`src/rtl/touch_event_encoder.sv`:
```
// touch_event_encoder: per-electrode debounce of the touch controller bitmap,
// conversion of debounced edges into {press, key} events, and a first-word
// fall-through event FIFO drained over a valid/ready handshake.
module touch_event_encoder #(
    parameter int unsigned NUM_CH          = 12,
    parameter int unsigned DEBOUNCE_CYCLES = 500000,
    parameter int unsigned FIFO_DEPTH      = 8
) (
    input  logic                            clk_in,
    input  logic                            rst_in,
    input  logic [NUM_CH-1:0]               touch_status_in,
    input  logic                            touch_valid_in,
    input  logic                            event_ready_in,
    output logic                            event_valid_out,
    output logic [3:0]                      event_key_out,
    output logic                            event_press_out,
    output logic [NUM_CH-1:0]               keys_held_out,
    output logic [$clog2(FIFO_DEPTH):0]     fifo_count_out
);

    localparam int unsigned CW   = $clog2(DEBOUNCE_CYCLES + 1);
    localparam int unsigned PW   = $clog2(FIFO_DEPTH);
    localparam int unsigned CNTW = PW + 1;

    localparam logic [CW-1:0]   CNT_LAST   = CW'(DEBOUNCE_CYCLES - 1);
    localparam logic [CNTW-1:0] FIFO_FULL  = CNTW'(FIFO_DEPTH);

    // Debounce state
    logic [CW-1:0]      cnt [NUM_CH];
    logic [NUM_CH-1:0]  stable;
    logic [NUM_CH-1:0]  pending;
    logic [NUM_CH-1:0]  flip;

    // Encoder pick
    logic               pick_any;
    logic [3:0]         pick_idx;
    logic               pick_press;
    logic [NUM_CH-1:0]  pick_clr;

    // FIFO state
    logic [4:0]         fifo_mem [FIFO_DEPTH];
    logic [PW-1:0]      wr_ptr;
    logic [PW-1:0]      rd_ptr;
    logic [CNTW-1:0]    count;
    logic               fifo_full;
    logic               push;
    logic               pop;

    // Channels whose disagreement has persisted long enough to flip this edge
    always_comb begin
        flip = '0;
        for (int unsigned i = 0; i < NUM_CH; i++) begin
            flip[i] = touch_valid_in && (touch_status_in[i] != stable[i])
                      && (cnt[i] == CNT_LAST);
        end
    end

    // Per-channel disagreement counters
    always_ff @(posedge clk_in or negedge rst_in) begin
        if (!rst_in) begin
            for (int unsigned i = 0; i < NUM_CH; i++) begin
                cnt[i] <= '0;
            end
        end else begin
            for (int unsigned i = 0; i < NUM_CH; i++) begin
                if (!touch_valid_in) begin
                    cnt[i] <= '0;
                end else if (touch_status_in[i] == stable[i]) begin
                    cnt[i] <= '0;
                end else if (cnt[i] == CNT_LAST) begin
                    cnt[i] <= '0;
                end else begin
                    cnt[i] <= cnt[i] + 1'b1;
                end
            end
        end
    end

    // Lowest-index pending channel is the next event to enqueue
    always_comb begin
        pick_any   = 1'b0;
        pick_idx   = '0;
        pick_press = 1'b0;
        for (int unsigned i = 0; i < NUM_CH; i++) begin
            if (!pick_any && pending[i]) begin
                pick_any   = 1'b1;
                pick_idx   = 4'(i);
                pick_press = stable[i];
            end
        end
    end

    // Full is judged on the registered count, so a same-cycle pop frees nothing
    always_comb begin
        fifo_full = (count == FIFO_FULL);
        push      = pick_any && !fifo_full;
        pop       = (count != '0) && event_ready_in;
        pick_clr  = '0;
        if (push) begin
            pick_clr = NUM_CH'(1) << pick_idx;
        end
    end

    // Stable mask and pending mask; clear-then-toggle lets a same-edge flip
    // re-arm the channel and a flip-back cancel an unsent event
    always_ff @(posedge clk_in or negedge rst_in) begin
        if (!rst_in) begin
            stable  <= '0;
            pending <= '0;
        end else begin
            stable  <= stable ^ flip;
            pending <= (pending & ~pick_clr) ^ flip;
        end
    end

    // Event storage; contents are only visible while count is non-zero
    always_ff @(posedge clk_in) begin
        if (push) begin
            fifo_mem[wr_ptr] <= {pick_press, pick_idx};
        end
    end

    // FIFO pointers and occupancy
    always_ff @(posedge clk_in or negedge rst_in) begin
        if (!rst_in) begin
            wr_ptr <= '0;
            rd_ptr <= '0;
            count  <= '0;
        end else begin
            if (push) begin
                wr_ptr <= wr_ptr + 1'b1;
            end
            if (pop) begin
                rd_ptr <= rd_ptr + 1'b1;
            end
            case ({push, pop})
                2'b10:   count <= count + 1'b1;
                2'b01:   count <= count - 1'b1;
                default: count <= count;
            endcase
        end
    end

    // Head outputs are forced to zero while empty so reset clears every output
    always_comb begin
        event_valid_out = (count != '0);
        event_key_out   = '0;
        event_press_out = 1'b0;
        if (event_valid_out) begin
            event_key_out   = fifo_mem[rd_ptr][3:0];
            event_press_out = fifo_mem[rd_ptr][4];
        end
        keys_held_out  = stable;
        fifo_count_out = count;
    end

endmodule

```
`config.mk`:
```
export PLATFORM = sky130hd
export DESIGN_NAME = touch_event_encoder
export DESIGN_NICKNAME = d
export VERILOG_FILES = /design/src/rtl/touch_event_encoder.sv
export SDC_FILE = /design/constraint.sdc
export NUM_CORES = 1
export LEC_CHECK = 0
export ABC_AREA = 1
export CORE_MARGIN = 2
export CORE_UTILIZATION = 25
export CTS_CLUSTER_DIAMETER = 200
export DETAILED_ROUTE_END_ITERATION = 10
export GPL_ROUTABILITY_DRIVEN = 1
export HOLD_SLACK_MARGIN = 0.05
export PLACE_DENSITY = 0.45
export REMOVE_ABC_BUFFERS = 1
export SLEW_MARGIN = 10
export SYNTH_ARGS = -nofsm -noshare
export SYNTH_HDL_FRONTEND = slang
export SYNTH_SLANG_ARGS = --single-unit
```
`constraint.sdc`:
```
create_clock -name clk_in -period 6.56 [get_ports clk_in]
set_input_delay 1.312 -clock clk_in [delete_from_list [all_inputs] [get_ports clk_in]]
set_output_delay 1.312 -clock clk_in [all_outputs]
set_load 0.01 [all_outputs]
```
After elaboration in Yosys (flattened, before gate mapping)
Memories as Yosys holds them, arrays and structs flattened.
Index checks and enable logic that the tools add are counted.

operators by class
  $add $sub $neg = 16
  $mul = 0
  div/mod/pow operators = 0
  order comparisons = 0
  eq/ne operators = 39
  shift operators = 1
  multiplexer cells = 77
  bitwise gates (word level) = 4
  reductions and logical operators = 51

operators by type and width
  operator                                                             number
  19-bit two-way mux                                                   36
  19-bit by 1-bit adder with 19-bit output (second input constant)     12
  19-bit == test (second input constant)                               12
  4-bit two-way mux                                                    11
  1-bit logical AND                                                    37
  1-bit two-way mux                                                    28
  12-bit XOR                                                           2
  12-bit bitwise AND                                                   1
  1-bit == test                                                        12
  1-bit zero test                                                      12
  12-bit two-way mux                                                   1
  1-bit inequality test                                                12
  12-bit inverter                                                      1
  1-bit by 4-bit left shift with 12-bit output (first input constant)  1
  4-bit case mux with 2 select lines                                   1
  3-bit by 1-bit adder with 3-bit output (second input constant)       2
  4-bit by 1-bit adder with 4-bit output (second input constant)       1
  4-bit == test (second input constant)                                1
  4-bit nonzero test                                                   1
  4-bit by 1-bit subtractor with 4-bit output (second input constant)  1
  2-bit by 1-bit == test with 1-bit output (second input constant)     1
  2-bit == test (second input constant)                                1
  2-bit nonzero test                                                   1

storage, ports and cells
  register bits after elaboration = 262
  bits in latches = 0
  bits in writable memories = 40
  ROM bits = 0
  output and inout bits = 22
  word-level logic and storage cells = 206
  memories = 1

memories
  memory    depth  bits a word  read ports  clocked after Yosys merged registers in  wr ports  RTL line  text
  fifo_mem  8      5            1           0                                        1         41        logic [4:0] fifo_mem [FIFO_DEPTH];

Depth between registers and ports, before layout
Gate-level depths: netlist (run 1).

  depth after elaboration = 39
  gate-level depth with buffers = 16
  depth with buffers taken out = 15

Worst setup path before layout (run 1)
Ideal clock, no wire load.

  path type = flip-flop to output port
  start point = register rd_ptr[0]
  end point = output event_key_out[0]
  data arrival time = 1.226 ns
  slack = 4.022 ns
  stages on the path, launching flop included = 7
  path buffers = 1
  path through = dfrtp_1 -> inv_1 -> clkbuf_1 -> o21ai_0 -> o22ai_1 -> o21ai_0 -> a31oi_1

on the way
  longest elaborated chain between the ends = 2

ends and longest elaborated chain
  what                    RTL line  text
  from (decl)             43        logic [PW-1:0] rd_ptr;
  from (signal assigned)  134       rd_ptr <= rd_ptr + 1'b1;
  memory 8 x 5 bit        --
  4-bit two-way mux       149       if (event_valid_out) begin
  to (decl)               15        output logic [3:0] event_key_out,

Every way passes these cells.

Worst setup path after layout (run 1)
Ends and elaborated chain as after synthesis.

==> implementation parameters, run 1 <==
Parameter                              Value

Run status
  Result of the run ... completed

Job
  Max Cap Viol ... 0

Detailed routing
  First-pass DRT Iterations ... 5
  Total vias in the final route ... 11.8k
  Sum of routed wire length over all layers ... 34100 µm
  DR vias/cell ... 4.42
  Initial DRC count ... 616
  Drt drc ... 0
  Post-route antenna net violation count ... 0
  Routed length per instance ... 12.8 µm

Setup path
  Critical path required time ... 5.25 ns
  Reg2Reg Launch Point ... pending[0]$_DFF_PN0_
  Critical setup path kind ... reg -> out
  Setup slack on the worst flop-to-flop path ... 3.83 ns
  Capture instance of the worst register-to-register path ... fifo_count_out[2]$_DFFE_PN0P_
  Launch point of the worst path ... rd_ptr[0]$_DFFE_PN0P_
  CP startpoint kind ... flip-flop
  Critical path peak fanout ... 22
  Critical path endpoint category ... output port
  Capturing element of the worst setup path ... event_key_out[0]
  Data arrival time at the worst-slack endpoint ... 3.00 ns
  Register-to-Register Path Depth ... 15

Pwr
  Power, Total ... 5.42 mW
  Switching fraction of total power ... 0.311
  Net switching component of the power ... 1.69 mW
  Combinational fraction of design power ... 0.212
  Power per cell area ... 308 nW/µm²
  Peak supply drop ... 0.000171 V
  Static leakage ... 7.12 nW
  Portion of total power attributed to the clock network ... 0.375
  Internal power ... 3.73 mW
  Sequential share of power ... 0.413

Clock network
  CTS tree ... yes
  PostCTS Resize Cnt ... 0
  Total number of clock tree sinks ... 302
  Hold buffers post-CTS ... 0
  Clock insertion delay at the later pin of the skew report ... 0.54 ns
  Clock transition at the register clock pins on the worst setup and hold paths after CTS ... 0.06 ns
  Number of levels the H-tree was split into ... 2
  Maximum count of clock buffers along a single path ... 3
  Postcts setup bufs ... 0
  Buffer type at the clock tree root ... sky130_fd_sc_hd__clkbuf_16
  Number of CTS-inserted buffers ... 37

Timing
  Slew of the pin with the lowest slew margin ... 0.929 ns
  Worst setup skew after layout ... 0.0129 ns
  Setup total negative slack ... 0 ns
  Max-slew violation count ... 0
  Maximum achievable frequency ... 0.232 GHz
  Slew HR ... 0.381
  Final count of hold timing violations ... 0
  Minimum clock period after layout ... 4.31 ns
  Total of endpoints with negative setup slack in the final report ... 0
  Unrepaired setup endpoints after global routing ... no
  Final period util ... 0.658

GRT
  Wire length of the first global-routing pass ... 58300 µm
  Overall overflow remaining after global route ... 0
  Largest net degree at the start of global routing ... 129
  Number of global-route vias before repair ... 11.7k
  Global-route total usage across every layer ... 0.112
  Antenna violations before repair ... 0

Yosys
  Area share of the largest cell type after synthesis ... 0.433
  Xor-xnor portion of the synthesized cell area ... 0.0527
  Flop and latch count out of synthesis ... 302
  Sequential-to-total area share from yosys stat ... 0.513
  Post-synthesis average cell area ... 8.43 µm²
  Post-synthesis mux area share ... 0
  EDFF count, synth ... 40
  Commonest register cell after synthesis ... sky130_fd_sc_hd__dfrtp_1
  Top cell type by total area after synthesis ... sky130_fd_sc_hd__dfrtp_1
  Main combinational cell family by area after synthesis ... simple AND/OR/NAND/NOR gates
  Top-count cell post-synth ... sky130_fd_sc_hd__nor2_1
  Compound-gate portion of the synthesized area ... 0.0848
  Top area cells in the synthesized netlist ... sky130_fd_sc_hd__dfrtp_1 (43%), sky130_fd_sc_hd__edfxtp_1 (7.9%), sky130_fd_sc_hd__nor2_1 (7.3%)
  Cell area after synthesis ... 15100 µm²
  Number of distinct standard cells referenced by the synthesized netlist ... 46
  Count of mapped cells out of synthesis ... 1794
  Synthesized-area fraction occupied by and/or/nand/nor cells ... 0.267
  Number of warnings reported in the yosys synthesis log ... 0
  Ranking of synthesized cells by instance count ... sky130_fd_sc_hd__nor2_1 (295), sky130_fd_sc_hd__nand2_1 (278), sky130_fd_sc_hd__dfrtp_1 (262)
  Adder and majority gate portion of the synthesized area ... 0.0141
  Async set-reset flop share out of synthesis ... 0.868

Placement
  Number of buffers added on ports ... 37
  Placed inst area ... 16400 µm²
  Placed Cells ... 2594
  RePlAce Congestion ... 0.797
  Detailed placer's ending HPWL ... 24000 µm

Die
  Standard-cell rows ... 90
  Overall die width ... 250 µm
  Die area ... 62500 µm²
  Floorplan core area ... 60100 µm²
  Die Y-Extent ... 250 µm
  Effective utilization at floorplan ... 0.252
  Ports placed on the boundary ... 38

Final layout
  Syn-to-layout area delta ... 16.5%
  End-of-flow core utilization ... 0.293
  Layout fillers ... 6405
  Number of diodes added for antenna fixing ... 0
  Share of final-layout standard cells stronger than drive strength 1 ... 0.0670
  Layout Nets ... 1884
  Non-filler instance count after layout ... 2662
  Post-Layout Inst Area ... 17600 µm²

Hold path
  Class of the tightest hold or removal check ... reg -> reg
-- routing by layer --
metal | vias up | part of all wire | GRT usage
li1 | 6042 | - | -
met1 | 5528 | 0.48 | 0.147
met2 | 148 | 0.47 | 0.186
met3 | 37 | 0.035 | 0.0186
met4 | 0 | 0.019 | 0.0368
met5 | - | 0 | 0
-- layout by cell type (no fill, tap or decap), drive strengths merged, types with 8 or more instances in the layout --
cell             n
nand4           55
clkbuf          51
inv            251
nor2           327
nand3           87
a31oi            8
a211oi          15
dfrtp          262
edfxtp          40
nor3            60
nor4            54
xor2            62
o21ai           87
clkinv          13
ha              17
a21oi           93
nand2          285
xnor2           29
clkdlybuf4s50   36
-- worst min path at each step --
| stage | slack [ns] | start | cells after the start | end |
|---|---|---|---|---|
| detailed placement | 0.45 | cnt[76]$_DFF_PN0_ | 1 | cnt[76]$_DFF_PN0_ |
| floorplan | 0.43 | cnt[0]$_DFF_PN0_ | 1 | cnt[0]$_DFF_PN0_ |
| CTS | 0.46 | cnt[76]$_DFF_PN0_ | 1 | cnt[76]$_DFF_PN0_ |
| finish | 0.46 | cnt[76]$_DFF_PN0_ | 1 | cnt[76]$_DFF_PN0_ |
| global placement | 0.45 | cnt[38]$_DFF_PN0_ | 1 | cnt[38]$_DFF_PN0_ |
| global route | 0.47 | cnt[76]$_DFF_PN0_ | 1 | cnt[76]$_DFF_PN0_ |
-- final cells by class --
| cell class | instances | area, µm² | area share |
|---|---|---|---|
| tap | 782 | 978 | 0.0555 |
| sequential | 302 | 7760 | 0.440 |
| timing repair buffer | 40 | 410 | 0.0233 |
| clock buffer | 51 | 1060 | 0.0602 |
| inverter | 251 | 942 | 0.0535 |
| clock inverter | 17 | 146 | 0.00831 |
| multi-input combinational | 1219 | 6330 | 0.359 |
-- logic make-up (layout without fill, tap and decap cells) --
group | count (synthesis) | count (layout)
AOI/OAI and AO/OA | 228 | 228
xor gates and xnor gates | 91 | 91
adders and majority gates | 17 | 17
buffers and inverters | 273 | 359
DFF | 302 | 302
and+or+nand+nor | 883 | 883
-- registers in the layout (all words and copies together), names as in the netlist --
register and count:
fifo_count_out 4, cnt 228, keys_held_out 12, wr_ptr 3
fifo_mem 40, rd_ptr 3, pending 12
-- worst max-delay path, stage by stage (launching register included) --
cell	delay, ns
sky130_fd_sc_hd__dfrtp_1	0.58
sky130_fd_sc_hd__inv_1	0.52
sky130_fd_sc_hd__o21ai_0	0.15
sky130_fd_sc_hd__o22ai_1	0.13
sky130_fd_sc_hd__o21ai_0	0.09
sky130_fd_sc_hd__a31oi_1	0.37
sky130_fd_sc_hd__clkdlybuf4s50_1	0.62
-- power groups by stage --
| stage | registers (mW) | clock network, mW | logic (mW) |
|---|---|---|---|
| global placement | 2.27 | 0 | 1.16 |
| CTS | 2.24 | 2.12 | 1.18 |
| floorplan | 2.25 | 0 | 0.746 |
| global route | 2.26 | 2.19 | 1.32 |
| detailed placement | 2.27 | 0 | 1.18 |
| finish | 2.24 | 2.03 | 1.15 |
-- per-stage QoR --
step | hold WS, ns | setup slack [ns]
global route | 0.471 | 1.92
detailed placement | 0.452 | 2.72
finish | 0.457 | 2.25
floorplan | 0.432 | 3.82
CTS | 0.459 | 2.10
global placement | 0.446 | 2.70
No activity file was read; power rests on OpenSTA's default activity.
==> inputs of run 2 (changes only) <==
Clock period 6.56 ns to 4.47 ns, I/O delays scaled along.
==> run 2 against run 1 <==
Against the previous run:
- global-route usage shrank 0.054 points
- critical endpoint unchanged
- final cell count is essentially flat
- highest routed layer unchanged
- sequential cell count is the same
==> implementation parameters, run 2 (synthesis results as in run 1) <==
Parameter                              Value

Run status
  Result of the run ... completed (unchanged)

Die
  Standard-cell rows ... 90 (unchanged)
  Effective utilization at floorplan ... 0.252 (unchanged)
  Overall die width ... 250 µm (unchanged)
  Floorplan core area ... 60100 µm² (unchanged)
  Die Y-Extent ... 250 µm (unchanged)
  Die area ... 62500 µm² (unchanged)
  Ports placed on the boundary ... 38 (unchanged)

Detailed routing
  Initial DRC count ... 734 (was 616)
  First-pass DRT Iterations ... 5 (unchanged)
  Post-route antenna net violation count ... 0 (unchanged)
  Routed length per instance ... 12.7 µm (was 12.8 µm)
  DR vias/cell ... 4.41 (was 4.42)
  Total vias in the final route ... 11.7k (was 11.8k)
  Drt drc ... 0 (unchanged)
  Sum of routed wire length over all layers ... 33700 µm (was 34100 µm)

Setup path
  Reg2Reg Launch Point ... pending[0]$_DFF_PN0_ (unchanged)
  Crit path max-delay family ... buffers and inverters (unchanged)
  Cell with the most instances on the worst path ... sky130_fd_sc_hd__o21ai_0 (unchanged)
  Crit path buffers/inverters ... 2 (unchanged)
  Sequence of cells on the critical path ... inv_1, o21ai_0, o22ai_1, o21ai_0, a31oi_1, clkdlybuf4s50_1 (unchanged)
  Setup slack on the worst flop-to-flop path ... 1.79 ns (was 3.83 ns)
  Cell type of the slowest stage on the worst timing path ... sky130_fd_sc_hd__clkdlybuf4s50_1 (unchanged)
  Critical setup path kind ... reg -> out (unchanged)
  Capture instance of the worst register-to-register path ... fifo_count_out[2]$_DFFE_PN0P_ (unchanged)
  Data arrival time at the worst-slack endpoint ... 3.01 ns (was 3.00 ns)
  CP startpoint kind ... flip-flop (unchanged)
  Critical path peak fanout ... 22 (unchanged)
  Register-to-Register Path Depth ... 15 (unchanged)
  Largest incremental delay on the critical path ... 0.62 ns (about the same)
  Critical path required time ... 3.58 ns (was 5.25 ns)
  Critical path endpoint category ... output port (unchanged)

Clock network
  Hold buffers post-CTS ... 0 (unchanged)
  Number of levels the H-tree was split into ... 2 (unchanged)
  Clock transition at the register clock pins on the worst setup and hold paths after CTS ... 0.06 ns (about the same)
  Postcts setup bufs ... 0 (unchanged)
  PostCTS Resize Cnt ... 0 (unchanged)
  Clock insertion delay at the later pin of the skew report ... 0.55 ns (was 0.54 ns)
  Number of CTS-inserted buffers ... 38 (was 37)
  CTS tree ... yes (unchanged)
  Maximum count of clock buffers along a single path ... 3 (unchanged)
  Total number of clock tree sinks ... 302 (unchanged)
  Buffer type at the clock tree root ... sky130_fd_sc_hd__clkbuf_16 (unchanged)

Pwr
  Sequential share of power ... 0.406 (was 0.413)
  Net switching component of the power ... 2.47 mW (was 1.69 mW)
  Combinational fraction of design power ... 0.207 (was 0.212)
  Portion of total power attributed to the clock network ... 0.387 (was 0.375)
  Power per cell area ... 457 nW/µm² (was 308 nW/µm²)
  Static leakage ... 7.17 nW (was 7.12 nW)
  Switching fraction of total power ... 0.305 (was 0.311)
  Internal power ... 5.63 mW (was 3.73 mW)
  Peak supply drop ... 0.000186 V (was 0.000171 V)

Final layout
  Share of final-layout standard cells stronger than drive strength 1 ... 0.0685 (was 0.0670)
  Register containing the most flip-flops in the final layout ... cnt (unchanged)
  Most common library cell in the layout ignoring fill and taps ... sky130_fd_sc_hd__nor2_1 (unchanged)
  Post-Layout Inst Area ... 17700 µm² (was 17600 µm²)
  End-of-flow core utilization ... 0.295 (was 0.293)
  Number of diodes added for antenna fixing ... 0 (unchanged)
  Number of flip-flops under the largest register name ... 228 (unchanged)
  Largest registers ... cnt: 228 flops, fifo_mem: 40 flops (unchanged)
  Syn-to-layout area delta ... 17.0% (was 16.5%)
  Top library cells by usage in the layout, fill and taps aside ... sky130_fd_sc_hd__nor2_1 (295), sky130_fd_sc_hd__nand2_1 (278), sky130_fd_sc_hd__dfrtp_1 (262) (unchanged)
  Layout Nets ... 1887 (was 1884)

Timing
  Setup total negative slack ... 0 ns (unchanged)
  Total of endpoints with negative setup slack in the final report ... 0 (unchanged)
  Final period util ... 0.873
  Unrepaired setup endpoints after global routing ... no (unchanged)
  Minimum clock period after layout ... 3.90 ns
  Maximum achievable frequency ... 0.256 GHz
  Slew of the pin with the lowest slew margin ... 0.806 ns (was 0.929 ns)
  Max-slew violation count ... 0 (unchanged)
  Final count of hold timing violations ... 0 (unchanged)
  Worst hold slack across all endpoints ... 0.226 ns (was 0.457 ns)
  Worst setup skew after layout ... 0.0191 ns (was 0.0129 ns)
  Slew HR ... 0.458 (was 0.381)

GRT
  Overall overflow remaining after global route ... 0 (unchanged)
  Largest net degree at the start of global routing ... 123 (was 129)
  Global-route total usage across every layer ... 0.111 (was 0.112)
  Number of global-route vias before repair ... 11.6k (was 11.7k)
  Wire length of the first global-routing pass ... 58000 µm (was 58300 µm)
  Antenna violations before repair ... 0 (unchanged)

Hold path
  Class of the tightest hold or removal check ... in -> async (was reg -> reg)

Placement
  Detailed placer's ending HPWL ... 23900 µm (was 24000 µm)
  Number of buffers added on ports ... 37 (unchanged)
  Placed inst area ... 16400 µm² (about the same)
  RePlAce Congestion ... 0.797 (about the same)

Job
  Max Cap Viol ... 0 (unchanged)
[run 2: area by class of cell]
cell class | count | area (µm²)
fillers | 6370 | 42400
clock buffers | 56 | 1140
well taps | 782 | 978
flip-flops and latches | 302 | 7760
inverters | 251 | 942
multi-input cells | 1219 | 6330
repair buffers | 42 | 425
clock inverters | 12 | 138
[run 2: worst max path at each step]
| stage | to | depth (start not counted) | startpoint | slack [ns] |
|---|---|---|---|---|
| after floorplan | fifo_count_out[2]$_DFFE_PN0P_ | 15 | pending[0]$_DFF_PN0_ | 2.11 |
| after global placement | event_key_out[0] | 6 | rd_ptr[0]$_DFFE_PN0P_ | 1.08 |
| after detailed placement | event_key_out[0] | 6 | rd_ptr[0]$_DFFE_PN0P_ | 1.04 |
| after CTS | event_key_out[0] | 6 | rd_ptr[0]$_DFFE_PN0P_ | 0.45 |
| after global routing | event_key_out[0] | 6 | rd_ptr[0]$_DFFE_PN0P_ | 0.23 |
| final | event_key_out[0] | 6 | rd_ptr[0]$_DFFE_PN0P_ | 0.57 |
[run 2: worst reg2reg max path, stage by stage, from the launching register on]
cell and delay [ns]:
sky130_fd_sc_hd__dfrtp_1 0.46, sky130_fd_sc_hd__nor2_4 0.17, sky130_fd_sc_hd__nand4_4 0.12, sky130_fd_sc_hd__nor2_4 0.15, sky130_fd_sc_hd__nand4_4 0.11, sky130_fd_sc_hd__nor2_4 0.18
sky130_fd_sc_hd__nand3b_4 0.10, sky130_fd_sc_hd__nand2_4 0.22, sky130_fd_sc_hd__ha_1 0.27, sky130_fd_sc_hd__nand2_1 0.08, sky130_fd_sc_hd__inv_1 0.08, sky130_fd_sc_hd__nor2_1 0.06
sky130_fd_sc_hd__ha_1 0.17, sky130_fd_sc_hd__a21oi_1 0.14, sky130_fd_sc_hd__xnor2_1 0.13, sky130_fd_sc_hd__o21ai_0 0.09
[run 2: power by group through the flow]
stage          clock network [mW]  logic (mW)  registers (mW)
3_5_place_dp                    0        1.72            3.34
4_1_cts                      3.26        1.73            3.29
2_1_floorplan                   0        1.09            3.30
5_1_grt                      3.37        1.91            3.31
6_report                     3.13        1.68            3.29
3_3_place_gp                    0        1.70            3.34
[run 2: through the flow]
step	power, mW	instances	setup slack (ns)
floorplan	4.39	1772	2.11
global placement	5.04	2596	1.08
detailed placement	5.05	2596	1.04
CTS	8.27	2664	0.450
global route	8.60	2664	0.229
finish	8.10	2664	0.568
[run 2: routing by layer]
metal,vias to the layer above,track usage,routed length [µm]
li1,6031,-,-
met1,5515,0.149,16400
met2,147,0.180,15300
met3,51,0.0185,1180
met4,0,0.0399,893
met5,-,0,0
==> inputs of run 3 (changes only) <==
--- a/constraint.sdc
+++ b/constraint.sdc
@@ -3,2 +3,2 @@
 set_output_delay 0.894 -clock clk_in [all_outputs]
-set_load 0.01 [all_outputs]
+set_load 0.02 [all_outputs]
==> run 3 against run 2 <==
Against the previous run:
- combinational power up 4%
- sequential power about the same
- die area unchanged
- worst setup slack worse by 0.17 ns
- sequential share of layout area down 0.22 points
- first-iteration DRC count down 1.8%
- critical path depth unchanged
- clock power up 7.7%
- wire length up 1.4%
- critical path type unchanged
- largest cell class unchanged
- largest power group is now the clock network
- highest routed layer unchanged
==> implementation parameters, run 3 (synthesis results as in run 1) <==
Parameter                              Value

Die
  Die area ... 62500 µm² (unchanged)
  Floorplan core area ... 60100 µm² (unchanged)
  Standard-cell rows ... 90 (unchanged)
  Die Y-Extent ... 250 µm (unchanged)
  Ports placed on the boundary ... 38 (unchanged)
  Overall die width ... 250 µm (unchanged)
  Effective utilization at floorplan ... 0.252 (unchanged)

Pwr
  Peak supply drop ... 0.000326 V (was 0.000186 V)
  Power per cell area ... 472 nW/µm² (was 457 nW/µm²)
  Power, Total ... 8.41 mW (was 8.10 mW)
  Static leakage ... 7.21 nW (was 7.17 nW)

Timing
  Setup total negative slack ... 0 ns (unchanged)
  Final count of hold timing violations ... 0 (unchanged)
  Max-slew violation count ... 0 (unchanged)
  Worst setup skew after layout ... 0.0206 ns (was 0.0191 ns)
  Slew of the pin with the lowest slew margin ... 0.780 ns (was 0.806 ns)
  Total of endpoints with negative setup slack in the final report ... 0 (unchanged)
  Unrepaired setup endpoints after global routing ... no (unchanged)
  Maximum achievable frequency ... 0.246 GHz (was 0.256 GHz)
  Minimum clock period after layout ... 4.07 ns (was 3.90 ns)
  Slew HR ... 0.475 (was 0.458)
  Final period util ... 0.911 (was 0.873)

Detailed routing
  First-pass DRT Iterations ... 4 (was 5)
  DRT met1 WL ... 16500 µm (was 16400 µm)
  Routed length on met3 ... 1070 µm (was 1180 µm)
  DR vias/cell ... 4.44 (was 4.41)
  Post-route antenna net violation count ... 0 (unchanged)
  Drt drc ... 0 (unchanged)
  Uppermost layer routed ... met4 (unchanged)
  Total vias in the final route ... 11.8k (was 11.7k)
  Sum of routed wire length over all layers ... 34200 µm (was 33700 µm)
  Routed length per instance ... 12.8 µm (was 12.7 µm)
  Initial DRC count ... 721 (was 734)
  Routed met2 length ... 15700 µm (was 15300 µm)

Setup path
  Critical path peak fanout ... 22 (unchanged)
  Critical path endpoint category ... output port (unchanged)
  Register-to-Register Path Depth ... 15 (unchanged)
  Data arrival time at the worst-slack endpoint ... 3.18 ns (was 3.01 ns)
  Critical path required time ... 3.58 ns (about the same)
  CP startpoint kind ... flip-flop (unchanged)
  Critical setup path kind ... reg -> out (unchanged)

Final layout
  Register containing the most flip-flops in the final layout ... cnt (unchanged)
  Layout fillers ... 6359 (was 6370)
  Syn-to-layout area delta ... 17.6% (was 17.0%)
  Largest registers ... cnt: 228 flops, fifo_mem: 40 flops (unchanged)
  Most common library cell in the layout ignoring fill and taps ... sky130_fd_sc_hd__nor2_1 (unchanged)
  Number of flip-flops under the largest register name ... 228 (unchanged)
  Layout Nets ... 1886 (was 1887)
  Share of final-layout standard cells stronger than drive strength 1 ... 0.0680 (was 0.0685)
  Top library cells by usage in the layout, fill and taps aside ... sky130_fd_sc_hd__nor2_1 (295), sky130_fd_sc_hd__nand2_1 (278), sky130_fd_sc_hd__dfrtp_1 (262) (unchanged)
  Number of diodes added for antenna fixing ... 0 (unchanged)

GRT
  Number of global-route vias before repair ... 11.8k (was 11.6k)
  Overall overflow remaining after global route ... 0 (unchanged)
  Largest net degree at the start of global routing ... 91 (was 123)
  Wire length of the first global-routing pass ... 58700 µm (was 58000 µm)
  Antenna violations before repair ... 0 (unchanged)
  Global-route total usage across every layer ... 0.112 (was 0.111)

Clock network
  Maximum count of clock buffers along a single path ... 3 (unchanged)
  Buffer type at the clock tree root ... sky130_fd_sc_hd__clkbuf_16 (unchanged)
  Clock transition at the register clock pins on the worst setup and hold paths after CTS ... 0.06 ns (about the same)
  Total number of clock tree sinks ... 302 (unchanged)
  PostCTS Resize Cnt ... 0 (unchanged)
  Number of CTS-inserted buffers ... 38 (unchanged)
  CTS tree ... yes (unchanged)
  Clock insertion delay at the later pin of the skew report ... 0.54 ns (was 0.55 ns)
  Postcts setup bufs ... 0 (unchanged)
  Number of levels the H-tree was split into ... 2 (unchanged)
  Hold buffers post-CTS ... 0 (unchanged)

Placement
  Detailed placer's ending HPWL ... 24000 µm (was 23900 µm)
  Number of buffers added on ports ... 37 (unchanged)
  RePlAce Congestion ... 0.811 (was 0.797)

Job
  Max Cap Viol ... 0 (unchanged)

Run status
  Result of the run ... completed (unchanged)

Hold path
  Class of the tightest hold or removal check ... in -> async (unchanged)
[run 3: layout make-up]
type                            instances  area (µm²)  share of cell area
Clock buffer                           50        1080              0.0605
Sequential cell                       302        7760               0.436
Clock inverter                         18         298              0.0167
Tap cell                              782         978              0.0550
Inverter                              251         942              0.0529
Timing Repair Buffer                   41         418              0.0235
Multi-Input combinational cell       1219        6330               0.356
[run 3: critical path, cell delays in order, from the launching register on]
cell,delay [ns]
sky130_fd_sc_hd__dfrtp_1,0.60
sky130_fd_sc_hd__inv_1,0.52
sky130_fd_sc_hd__o21ai_0,0.18
sky130_fd_sc_hd__o22ai_1,0.13
sky130_fd_sc_hd__o21ai_0,0.09
sky130_fd_sc_hd__a31oi_1,0.41
sky130_fd_sc_hd__clkdlybuf4s50_1,0.70
[run 3: worst paths after layout]
kind / endpoint / slack [ns] / start
min in group clk_in: cnt[171]$_DFF_PN0_ / 0.46 / cnt[171]$_DFF_PN0_
hold reg to reg: cnt[171]$_DFF_PN0_ / 0.46 / cnt[171]$_DFF_PN0_
max in group asynchronous: cnt[216]$_DFF_PN0_ / 2.98 / rst_in
setup reg to reg: fifo_count_out[2]$_DFFE_PN0P_ / 1.78 / pending[0]$_DFF_PN0_
hold / removal: cnt[181]$_DFF_PN0_ / 0.36 / rst_in
setup / recovery: event_key_out[0] / 0.40 / rd_ptr[0]$_DFFE_PN0P_
[run 3: metal layers]
metal	vias up	GRT usage
li1	6044	-
met1	5590	0.149
met2	126	0.186
met3	53	0.0171
met4	0	0.0392
met5	-	0
[run 3: stage by stage]
| step | std cells | cell area (µm²) | util | setup WS, ns | hold slack, ns |
|---|---|---|---|---|---|
| 3_5_place_dp | 2595 | 16400 | 0.273 | 0.963 | 0.452 |
| 4_1_cts | 2663 | 17800 | 0.296 | 0.369 | 0.380 |
| 5_1_grt | 2663 | 17800 | 0.296 | 0.136 | 0.420 |
| 6_report | 2663 | 17800 | 0.296 | 0.398 | 0.359 |
| 2_1_floorplan | 1772 | 15000 | - | 1.99 | 0.432 |
| 3_3_place_gp | 2595 | 16400 | 0.273 | 0.952 | 0.445 |
[run 3: report_power, final]
| part | internal [mW] | total, mW | leakage (nW) | switching, mW |
|---|---|---|---|---|
| clock | 2.16 | 3.37 | 0.676 | 1.22 |
| sequential | 3.12 | 3.29 | 3.98 | 0.163 |
| combinational | 0.574 | 1.75 | 2.55 | 1.17 |
